## src/rtl/lfsr_decrypt_seq_if.sv

```systemverilog
// DM-port and req/ack bundle between top_level and the decrypt sequencer.
// master: top_level side (drives req, mem_rdata); slave: the sequencer.
interface lfsr_decrypt_seq_if;
    logic       req;
    logic       ack;
    logic       busy;
    logic [6:0] mem_addr;
    logic       mem_wr_en;
    logic [7:0] mem_wdata;
    logic [7:0] mem_rdata;
    logic       err;
    logic [3:0] ptrn_idx;
    logic [6:0] par_err_cnt;

    modport master (
        output req,
        output mem_rdata,
        input  ack,
        input  busy,
        input  mem_addr,
        input  mem_wr_en,
        input  mem_wdata,
        input  err,
        input  ptrn_idx,
        input  par_err_cnt
    );

    modport slave (
        input  req,
        input  mem_rdata,
        output ack,
        output busy,
        output mem_addr,
        output mem_wr_en,
        output mem_wdata,
        output err,
        output ptrn_idx,
        output par_err_cnt
    );
endinterface

```

## src/rtl/lfsr_decrypt_seq.sv

```systemverilog
// Program-2 decrypt sequencer: recovers LFSR seed/taps from the space
// preamble at DM[ENC_BASE..], writes plaintext to DM[PLAIN_BASE..].
// Ports: clk, init (sync active-high reset), bus (slave modport):
//   req/ack handshake, busy, DM port (mem_addr, mem_wr_en, mem_wdata,
//   mem_rdata with 1-cycle read latency), err, ptrn_idx, par_err_cnt.
module lfsr_decrypt_seq #(
    parameter logic [6:0] ENC_BASE   = 7'd64,
    parameter logic [6:0] PLAIN_BASE = 7'd0,
    parameter int         MSG_LEN    = 64,
    parameter int         PROBE_LEN  = 10
) (
    input  logic              clk,
    input  logic              init,
    lfsr_decrypt_seq_if.slave bus
);

    typedef enum logic [2:0] {
        S_IDLE,
        S_LOAD,
        S_SEARCH,
        S_DEC_RD,
        S_DEC_WR,
        S_DONE
    } state_t;

    localparam logic [6:0] LAST_RD  = 7'(PROBE_LEN - 1);
    localparam logic [6:0] LOAD_END = 7'(PROBE_LEN);
    localparam logic [3:0] LAST_J   = 4'(PROBE_LEN - 1);
    localparam logic [3:0] LAST_K   = 4'd8;
    localparam logic [6:0] LAST_I   = 7'(MSG_LEN - 1);

    function automatic logic [6:0] f_tap(input logic [3:0] k);
        case (k)
            4'd0:    f_tap = 7'h60;
            4'd1:    f_tap = 7'h48;
            4'd2:    f_tap = 7'h78;
            4'd3:    f_tap = 7'h72;
            4'd4:    f_tap = 7'h6A;
            4'd5:    f_tap = 7'h69;
            4'd6:    f_tap = 7'h5C;
            4'd7:    f_tap = 7'h7E;
            4'd8:    f_tap = 7'h7B;
            default: f_tap = 7'h60;
        endcase
    endfunction

    function automatic logic [6:0] f_step(
        input logic [6:0] s,
        input logic [6:0] t
    );
        f_step = {s[5:0], ^(s & t)};
    endfunction

    state_t     r_state;
    logic       r_ack;
    logic       r_busy;
    logic       r_wr;
    logic       r_err;
    logic [3:0] r_idx;
    logic [6:0] r_par;
    logic [6:0] r_addr;
    logic [6:0] r_cnt;
    logic [3:0] r_j;
    logic [3:0] r_k;
    logic [6:0] r_s;
    logic [6:0] r_p [PROBE_LEN];

    logic [6:0] w_seed;
    logic [6:0] w_nxt_srch;
    logic [6:0] w_nxt_dec;
    logic [7:0] w_plain;
    logic       w_par_bad;

    // An all-zero seed would lock the LFSR at zero.
    assign w_seed     = (r_p[0] == 7'd0) ? 7'h01 : r_p[0];
    assign w_nxt_srch = f_step(r_s, f_tap(r_k));
    assign w_nxt_dec  = f_step(r_s, f_tap(r_idx));
    assign w_plain    = {1'b0, bus.mem_rdata[6:0] ^ r_s};
    assign w_par_bad  = bus.mem_rdata[7] != ^bus.mem_rdata[6:0];

    assign bus.ack         = r_ack;
    assign bus.busy        = r_busy;
    assign bus.mem_addr    = r_addr;
    assign bus.mem_wr_en   = r_wr;
    assign bus.err         = r_err;
    assign bus.ptrn_idx    = r_idx;
    assign bus.par_err_cnt = r_par;
    // Read data only arrives in DEC_WR, so write data follows it directly.
    assign bus.mem_wdata   = (r_state == S_DEC_WR) ? w_plain : 8'h00;

    always_ff @(posedge clk) begin
        if (init) begin
            r_state <= S_IDLE;
            r_ack   <= 1'b0;
            r_busy  <= 1'b0;
            r_wr    <= 1'b0;
            r_err   <= 1'b0;
            r_idx   <= 4'd0;
            r_par   <= 7'd0;
            r_addr  <= 7'd0;
            r_cnt   <= 7'd0;
            r_j     <= 4'd0;
            r_k     <= 4'd0;
            r_s     <= 7'd0;
        end else begin
            unique case (r_state)
                S_IDLE: begin
                    if (bus.req) begin
                        r_state <= S_LOAD;
                        r_busy  <= 1'b1;
                        r_err   <= 1'b0;
                        r_idx   <= 4'd0;
                        r_par   <= 7'd0;
                        r_addr  <= ENC_BASE;
                        r_cnt   <= 7'd0;
                        r_j     <= 4'd0;
                    end
                end
                S_LOAD: begin
                    // Reads issue on cnt 0..9, data lands on cnt 1..10.
                    if (r_cnt < LAST_RD)
                        r_addr <= ENC_BASE + r_cnt + 7'd1;
                    if (r_cnt != 7'd0) begin
                        r_p[r_j] <= bus.mem_rdata[6:0] ^ 7'h20;
                        r_j      <= r_j + 4'd1;
                    end
                    r_cnt <= r_cnt + 7'd1;
                    if (r_cnt == LOAD_END) begin
                        r_state <= S_SEARCH;
                        r_k     <= 4'd0;
                        r_j     <= 4'd1;
                        r_s     <= w_seed;
                    end
                end
                S_SEARCH: begin
                    if (w_nxt_srch == r_p[r_j]) begin
                        if (r_j == LAST_J) begin
                            r_idx   <= r_k;
                            r_state <= S_DEC_RD;
                            r_addr  <= ENC_BASE;
                            r_cnt   <= 7'd0;
                            r_s     <= w_seed;
                        end else begin
                            r_s <= w_nxt_srch;
                            r_j <= r_j + 4'd1;
                        end
                    end else if (r_k == LAST_K) begin
                        r_err   <= 1'b1;
                        r_ack   <= 1'b1;
                        r_busy  <= 1'b0;
                        r_state <= S_DONE;
                    end else begin
                        r_k <= r_k + 4'd1;
                        r_j <= 4'd1;
                        r_s <= w_seed;
                    end
                end
                S_DEC_RD: begin
                    r_state <= S_DEC_WR;
                    r_addr  <= PLAIN_BASE + r_cnt;
                    r_wr    <= 1'b1;
                end
                S_DEC_WR: begin
                    r_wr <= 1'b0;
                    r_s  <= w_nxt_dec;
                    if (w_par_bad && r_par != 7'h7F)
                        r_par <= r_par + 7'd1;
                    if (r_cnt == LAST_I) begin
                        r_state <= S_DONE;
                        r_ack   <= 1'b1;
                        r_busy  <= 1'b0;
                    end else begin
                        r_cnt   <= r_cnt + 7'd1;
                        r_addr  <= ENC_BASE + r_cnt + 7'd1;
                        r_state <= S_DEC_RD;
                    end
                end
                S_DONE: begin
                    if (!bus.req) begin
                        r_state <= S_IDLE;
                        r_ack   <= 1'b0;
                    end
                end
                default: r_state <= S_IDLE;
            endcase
        end
    end

endmodule

```

## src/flat_wrapper.sv

```systemverilog
// flat-port wrapper written by rule: the top's interface ports become plain ports
module lfsr_decrypt_seq_flat 
#(
    parameter logic [6:0] ENC_BASE   = 7'd64,
    parameter logic [6:0] PLAIN_BASE = 7'd0,
    parameter int         MSG_LEN    = 64,
    parameter int         PROBE_LEN  = 10
)
  (clk, init, bus_req, bus_mem_rdata, bus_ack, bus_busy, bus_mem_addr, bus_mem_wr_en, bus_mem_wdata, bus_err, bus_ptrn_idx, bus_par_err_cnt);
  lfsr_decrypt_seq_if bus_i ();
  input  logic clk;
  input  logic init;
  input wire logic [$bits(bus_i.req)-1:0] bus_req;
  input wire logic [$bits(bus_i.mem_rdata)-1:0] bus_mem_rdata;
  output wire logic [$bits(bus_i.ack)-1:0] bus_ack;
  output wire logic [$bits(bus_i.busy)-1:0] bus_busy;
  output wire logic [$bits(bus_i.mem_addr)-1:0] bus_mem_addr;
  output wire logic [$bits(bus_i.mem_wr_en)-1:0] bus_mem_wr_en;
  output wire logic [$bits(bus_i.mem_wdata)-1:0] bus_mem_wdata;
  output wire logic [$bits(bus_i.err)-1:0] bus_err;
  output wire logic [$bits(bus_i.ptrn_idx)-1:0] bus_ptrn_idx;
  output wire logic [$bits(bus_i.par_err_cnt)-1:0] bus_par_err_cnt;
  assign bus_i.req = bus_req;
  assign bus_i.mem_rdata = bus_mem_rdata;
  assign bus_ack = bus_i.ack;
  assign bus_busy = bus_i.busy;
  assign bus_mem_addr = bus_i.mem_addr;
  assign bus_mem_wr_en = bus_i.mem_wr_en;
  assign bus_mem_wdata = bus_i.mem_wdata;
  assign bus_err = bus_i.err;
  assign bus_ptrn_idx = bus_i.ptrn_idx;
  assign bus_par_err_cnt = bus_i.par_err_cnt;
  lfsr_decrypt_seq #(.ENC_BASE(ENC_BASE), .PLAIN_BASE(PLAIN_BASE), .MSG_LEN(MSG_LEN), .PROBE_LEN(PROBE_LEN)) u_core (.clk(clk), .init(init), .bus(bus_i));
endmodule
```

## config.mk

```make
export PLATFORM = sky130hd
export DESIGN_NAME = lfsr_decrypt_seq_flat
export DESIGN_NICKNAME = d
export VERILOG_FILES = /design/src/rtl/lfsr_decrypt_seq_if.sv /design/src/rtl/lfsr_decrypt_seq.sv /design/src/flat_wrapper.sv
export SDC_FILE = /design/constraint.sdc
export NUM_CORES = 1
export LEC_CHECK = 0
export ABC_CLOCK_PERIOD_IN_PS = 6500
export CAP_MARGIN = 20
export CORE_UTILIZATION = 35
export DETAILED_ROUTE_END_ITERATION = 8
export GPL_TIMING_DRIVEN = 0
export SETUP_SLACK_MARGIN = 0.3
export SLEW_MARGIN = 40
export SYNTH_ARGS = -nofsm -noshare
export SYNTH_HDL_FRONTEND = slang
export SYNTH_SLANG_ARGS = --single-unit
```

## constraint.sdc

```tcl
create_clock -name clk -period 6.5 [get_ports clk]
set_input_delay 1.3 -clock clk [delete_from_list [all_inputs] [get_ports clk]]
set_output_delay 1.3 -clock clk [all_outputs]
set_load 0.02 [all_outputs]
```

# After elaboration in Yosys (flattened, before gate mapping)
# Memory sizes are Yosys's and may differ from the RTL's. A register that Yosys moved wholly into a read port is not among the register bits.
# Index checks and enable logic that the tools add are counted.
# word_totals
ff_bits	47
ramBits	70
romBits	192
n_memories	3
# mem_list
memory	words	word_bits	read_ports	rd_clocked_by_memory_dff	write_ports	line	rtl
(no name shown)	16	6	1	1	0	lfsr_decrypt_seq.sv:33	case (k)
(no name shown)	16	6	1	1	0	lfsr_decrypt_seq.sv:33	
u_core.r_p	10	7	2	1	1	lfsr_decrypt_seq.sv:66	logic [6:0] r_p [PROBE_LEN];
# classes
n_addsub	6
order_cmp	1
n_eq_ne	29
mux	65
n_bitwise	4
n_reduce_logical	28
# ops
op	n
7-bit two-way mux	16
4-bit two-way mux	17
7-bit case mux with 5 select lines	1
7-bit case mux with 4 select lines	1
5-bit AND reduction	5
7-bit by 1-bit adder with 7-bit output, second input constant	3
3-bit two-way mux	7
7-bit case mux with 3 select lines	1
7-bit XOR reduction	3
3-bit case mux with 6 select lines	1
4-bit case mux with 2 select lines	2
7-bit AND	2
2-bit inequality test, second input constant	7
7-bit case mux with 2 select lines	1
1-bit two-way mux	13
4-bit case mux with 3 select lines	1
4-bit AND reduction	3
3-bit nonzero test	4
2-bit by 1-bit inequality test with 1-bit output, second input constant	5
4-bit by 1-bit adder with 4-bit output, second input constant	2
4-bit equality test, second input constant	2
2-bit nonzero test	4
7-bit adder, first input constant	1
7-bit by 4-bit equality test with 1-bit output, second input constant	1
other kinds (23)	30

# Depth between registers and ports, before layout
# depth
depth_word	7
depth_mapped	16
depth_no_buf	13

# Worst setup path before layout
# No wires, ideal clock.
# synth_timing
path_kind	register -> register
start	register (tool-made name)
end	register (tool-made name)
setup_ns	0.120
arrival_ns	3.175
required_time_ns	6.380
path_slack_ns	3.205
path_stages_with_launch	16
synth_period_minus_slack_ns	3.295
path_cell_list	dfxtp_1 -> buf_6 -> buf_6 -> mux4_2 -> mux2i_1 -> xnor2_1 -> nand2_1 -> or4_1 -> buf_4 -> nand2_4 -> nand4_1 -> a21o_1 -> ha_1 -> nand3_1 -> nor3_1 -> a211o_1

# Worst setup path after layout
# layout_timing
start	input bus_mem_rdata[2]
end	output bus_mem_wdata[2]
# layout_via
elab_chain_len	2
# layout_rtl
item	line	rtl
from (decl)	flat_wrapper.sv:14	input wire logic [$bits(bus_i.mem_rdata)-1:0] bus_mem_rdata;
7-bit XOR	lfsr_decrypt_seq.sv:78	assign w_plain = {1'b0, bus.mem_rdata[6:0] ^ r_s};
7-bit two-way mux	lfsr_decrypt_seq.sv:89	assign bus.mem_wdata = (r_state == S_DEC_WR) ? w_plain : 8'h00;
to (decl)	flat_wrapper.sv:19	output wire logic [$bits(bus_i.mem_wdata)-1:0] bus_mem_wdata;
# No other way between the ends.

==> out/results.tsv <==
metric	value	unit
failing checks	design-rule violations	
Die Area	19200	um^2
Clock Pin Slew Worst Setup and Hold Paths	0.06	ns
All-Layer GR Usage	17.0	%
number of flops mapped to enable cells by yosys	70	
Die Width	139	um
Clock Sinks	133	
#FFs+latches synth	133	
post-synthesis share of cell area spent on xor and xnor gates	5.94	%
commonest non-fill, non-tap cell in the layout	edfxtp_1	
Remaining Overflow, GRT	0	
post-synth top area cell	edfxtp_1	
Root Driver	clkbuf_16	
Pins Over Slew Limit	0	
port buffer count	39	
power per cell area	247	nW/um^2
placed cell area	7250	um^2
Rows	49	
CTS buffer count	17	
DRC viols	6	
multiplexer share of the synthesized area	8.22	%
Hold Violations, Final	0	
RSZ-0062 raised after global routing	no	
initial antenna violation count	0	
Worst Tran Pin Value	0.723	ns
VDD IR max	0.000166	V
Post-DRT Antenna Nets	0	
maxcap violations	0	
Setup Buffers After CTS	0	
leak pwr	0.00271	uW
status	complete, but fails checks	
NumNets Final	686	
Mapped Nets	626	
most frequent cells in the layout	70 x edfxtp_1, 63 x dfxtp_1, 50 x nor2_1	
Post-Syn Area per Cell	10.9	um^2
Via density	5.27	
Synth Area in Adders	3.45	%
Iter 0 DRT Violations	418	
CTS max path bufs	2	
share of layout cells above drive strength 1	11.6	%
core area	18100	um^2
crit-path max FO	12	
setup TNS	0	ns
Synth cell types	69	
Req. time, crit path	5.20	ns
Hold-fix buffers, CTS	0	
Synth Area in Compound Gates	12.5	%
CP Class	in -> out	
largest family of logic cells by synthesized area	simple AND/OR/NAND/NOR gates	
ANT cells	0	
CTS tree	done	
WP data arrival	2.99	ns
synth top area cells	edfxtp_1 32%, dfxtp_1 19%, mux4_2 4.8%	
largest net degree at the start of global routing	17	
Startpoint Class	input pin	
CTS HTree Levels	4	
period utilization	66.0	%
I/O Pins	41	
final design area excluding fillers	7830	um^2
CP endpoint kind	output port	
Clock Skew	0.0116	ns
minimum clock period	4.29	ns
PostCTS Resize Cnt	0	
RePlAce Congestion	0.855	
Final Setup Violations	0	
vias in the first global route	4723	
Hold Path Class	reg -> reg	
Cells after Synth	597	
first-pass GRT wire length	25100	um
Worst Hold Depth	2	
drt first pass iters	7	
worst r2r path cells	14	
die height	139	um
Async SR Flop Fraction	0	%
share of the synthesized area in the top cell type	32.2	%
total power	1940	uW
headroom to the max-slew limit	51.3	%
mean routed wirelength per cell	17.5	um
Synth-to-Final Area Change	19.8	%
Post-Route WL	15700	um
Synth Cell Area	6530	um^2
top_reg_cell synth	edfxtp_1	
Post-Synth Simple-Gate Area	14.2	%
fmax	0.233	GHz
Initial Util	36.0	%
DR vias	4740	
post-DP HPWL	11300	um
Clk Latency, worst-skew pair	0.42	ns
Yosys warnings	0	
register area share after synthesis	51.5	%
-- logic make-up after synthesis --
group | count (synthesis)
and+or+nand+nor | 182
DFF | 133
AOI/OAI and AO/OA | 121
buffers and inverters | 65
xor gates and xnor gates | 41
muxes | 36
adders and majority gates | 18
other | 1
-- area by class of cell --
type                            count  area, um^2
Timing Repair Buffer               41         403
Inverter                           33         124
Clock inverter                     15         136
Multi-Input combinational cell    399        2940
Tap cell                          229         287
Clock buffer                       17         425
Fill cell                        1711       10300
Buffer                             32         151
Sequential cell                   133        3360
-- through the flow --
stage / std cells / setup WS [ns] / hold slack, ns / util, %
2_1_floorplan: 597 / 3.21 / 0.511 / -
3_3_place_gp: 865 / 2.17 / 0.447 / 39.7
3_5_place_dp: 867 / 2.14 / 0.451 / 40.0
4_1_cts: 899 / 2.14 / 0.460 / 43.1
5_1_grt: 899 / 2.04 / 0.496 / 43.1
6_report: 899 / 2.21 / 0.453 / 43.1
-- critical path: stages --
cell and delay (ns):
clkdlybuf4s50_1 0.70, xnor2_1 0.24, nor2_1 0.13, clkdlybuf4s50_1 0.63
-- cell usage after synthesis (4+ instances only) --
master    number
o21ai_0       21
dfxtp_1       63
clkbuf_1      22
a221oi_1       6
a31oi_1       13
inv_1         32
nor3_1         9
o31ai_1        5
mux4_2        14
and3_1         6
nor2b_1        5
buf_2          4
xnor2_1       34
nand2_1       40
a21oi_1       34
a211oi_1       5
nor2_1        50
xor2_1         5
ha_1          18
nand3_1       12
a21o_1         5
nand4_1        8
mux2i_1       21
and2_1        13
edfxtp_1      70
nand2b_1       6
a311oi_1       5
or3_1          8
-- path summary, 6_finish.rpt --
check	slack, ns	to	startpoint
setup reg to reg	2.59	register	register
hold reg to reg	0.45	u_core.bus.err	u_core.bus.err
hold / removal	0.45	u_core.bus.err	u_core.bus.err
setup / recovery	2.21	bus_mem_wdata[2]	bus_mem_rdata[2]
-- routing by layer --
layer  wire [um]  track usage, %  vias to the layer above
met4         170            4.85                        0
met5           0               0                        -
met2        7450            28.0                      118
met1        7370            22.3                     2315
li1            -               -                     2295
met3         752            3.97                       12
-- power by group --
group	internal, uW	leakage [uW]	switching, uW	total (uW)
registers	890	0.00114	5.88	896
logic	51.2	0.00130	73.4	125
clock network	505	0.000271	411	916
total	1450	0.00271	490	1940
No activity file was read; power rests on OpenSTA's default activity.
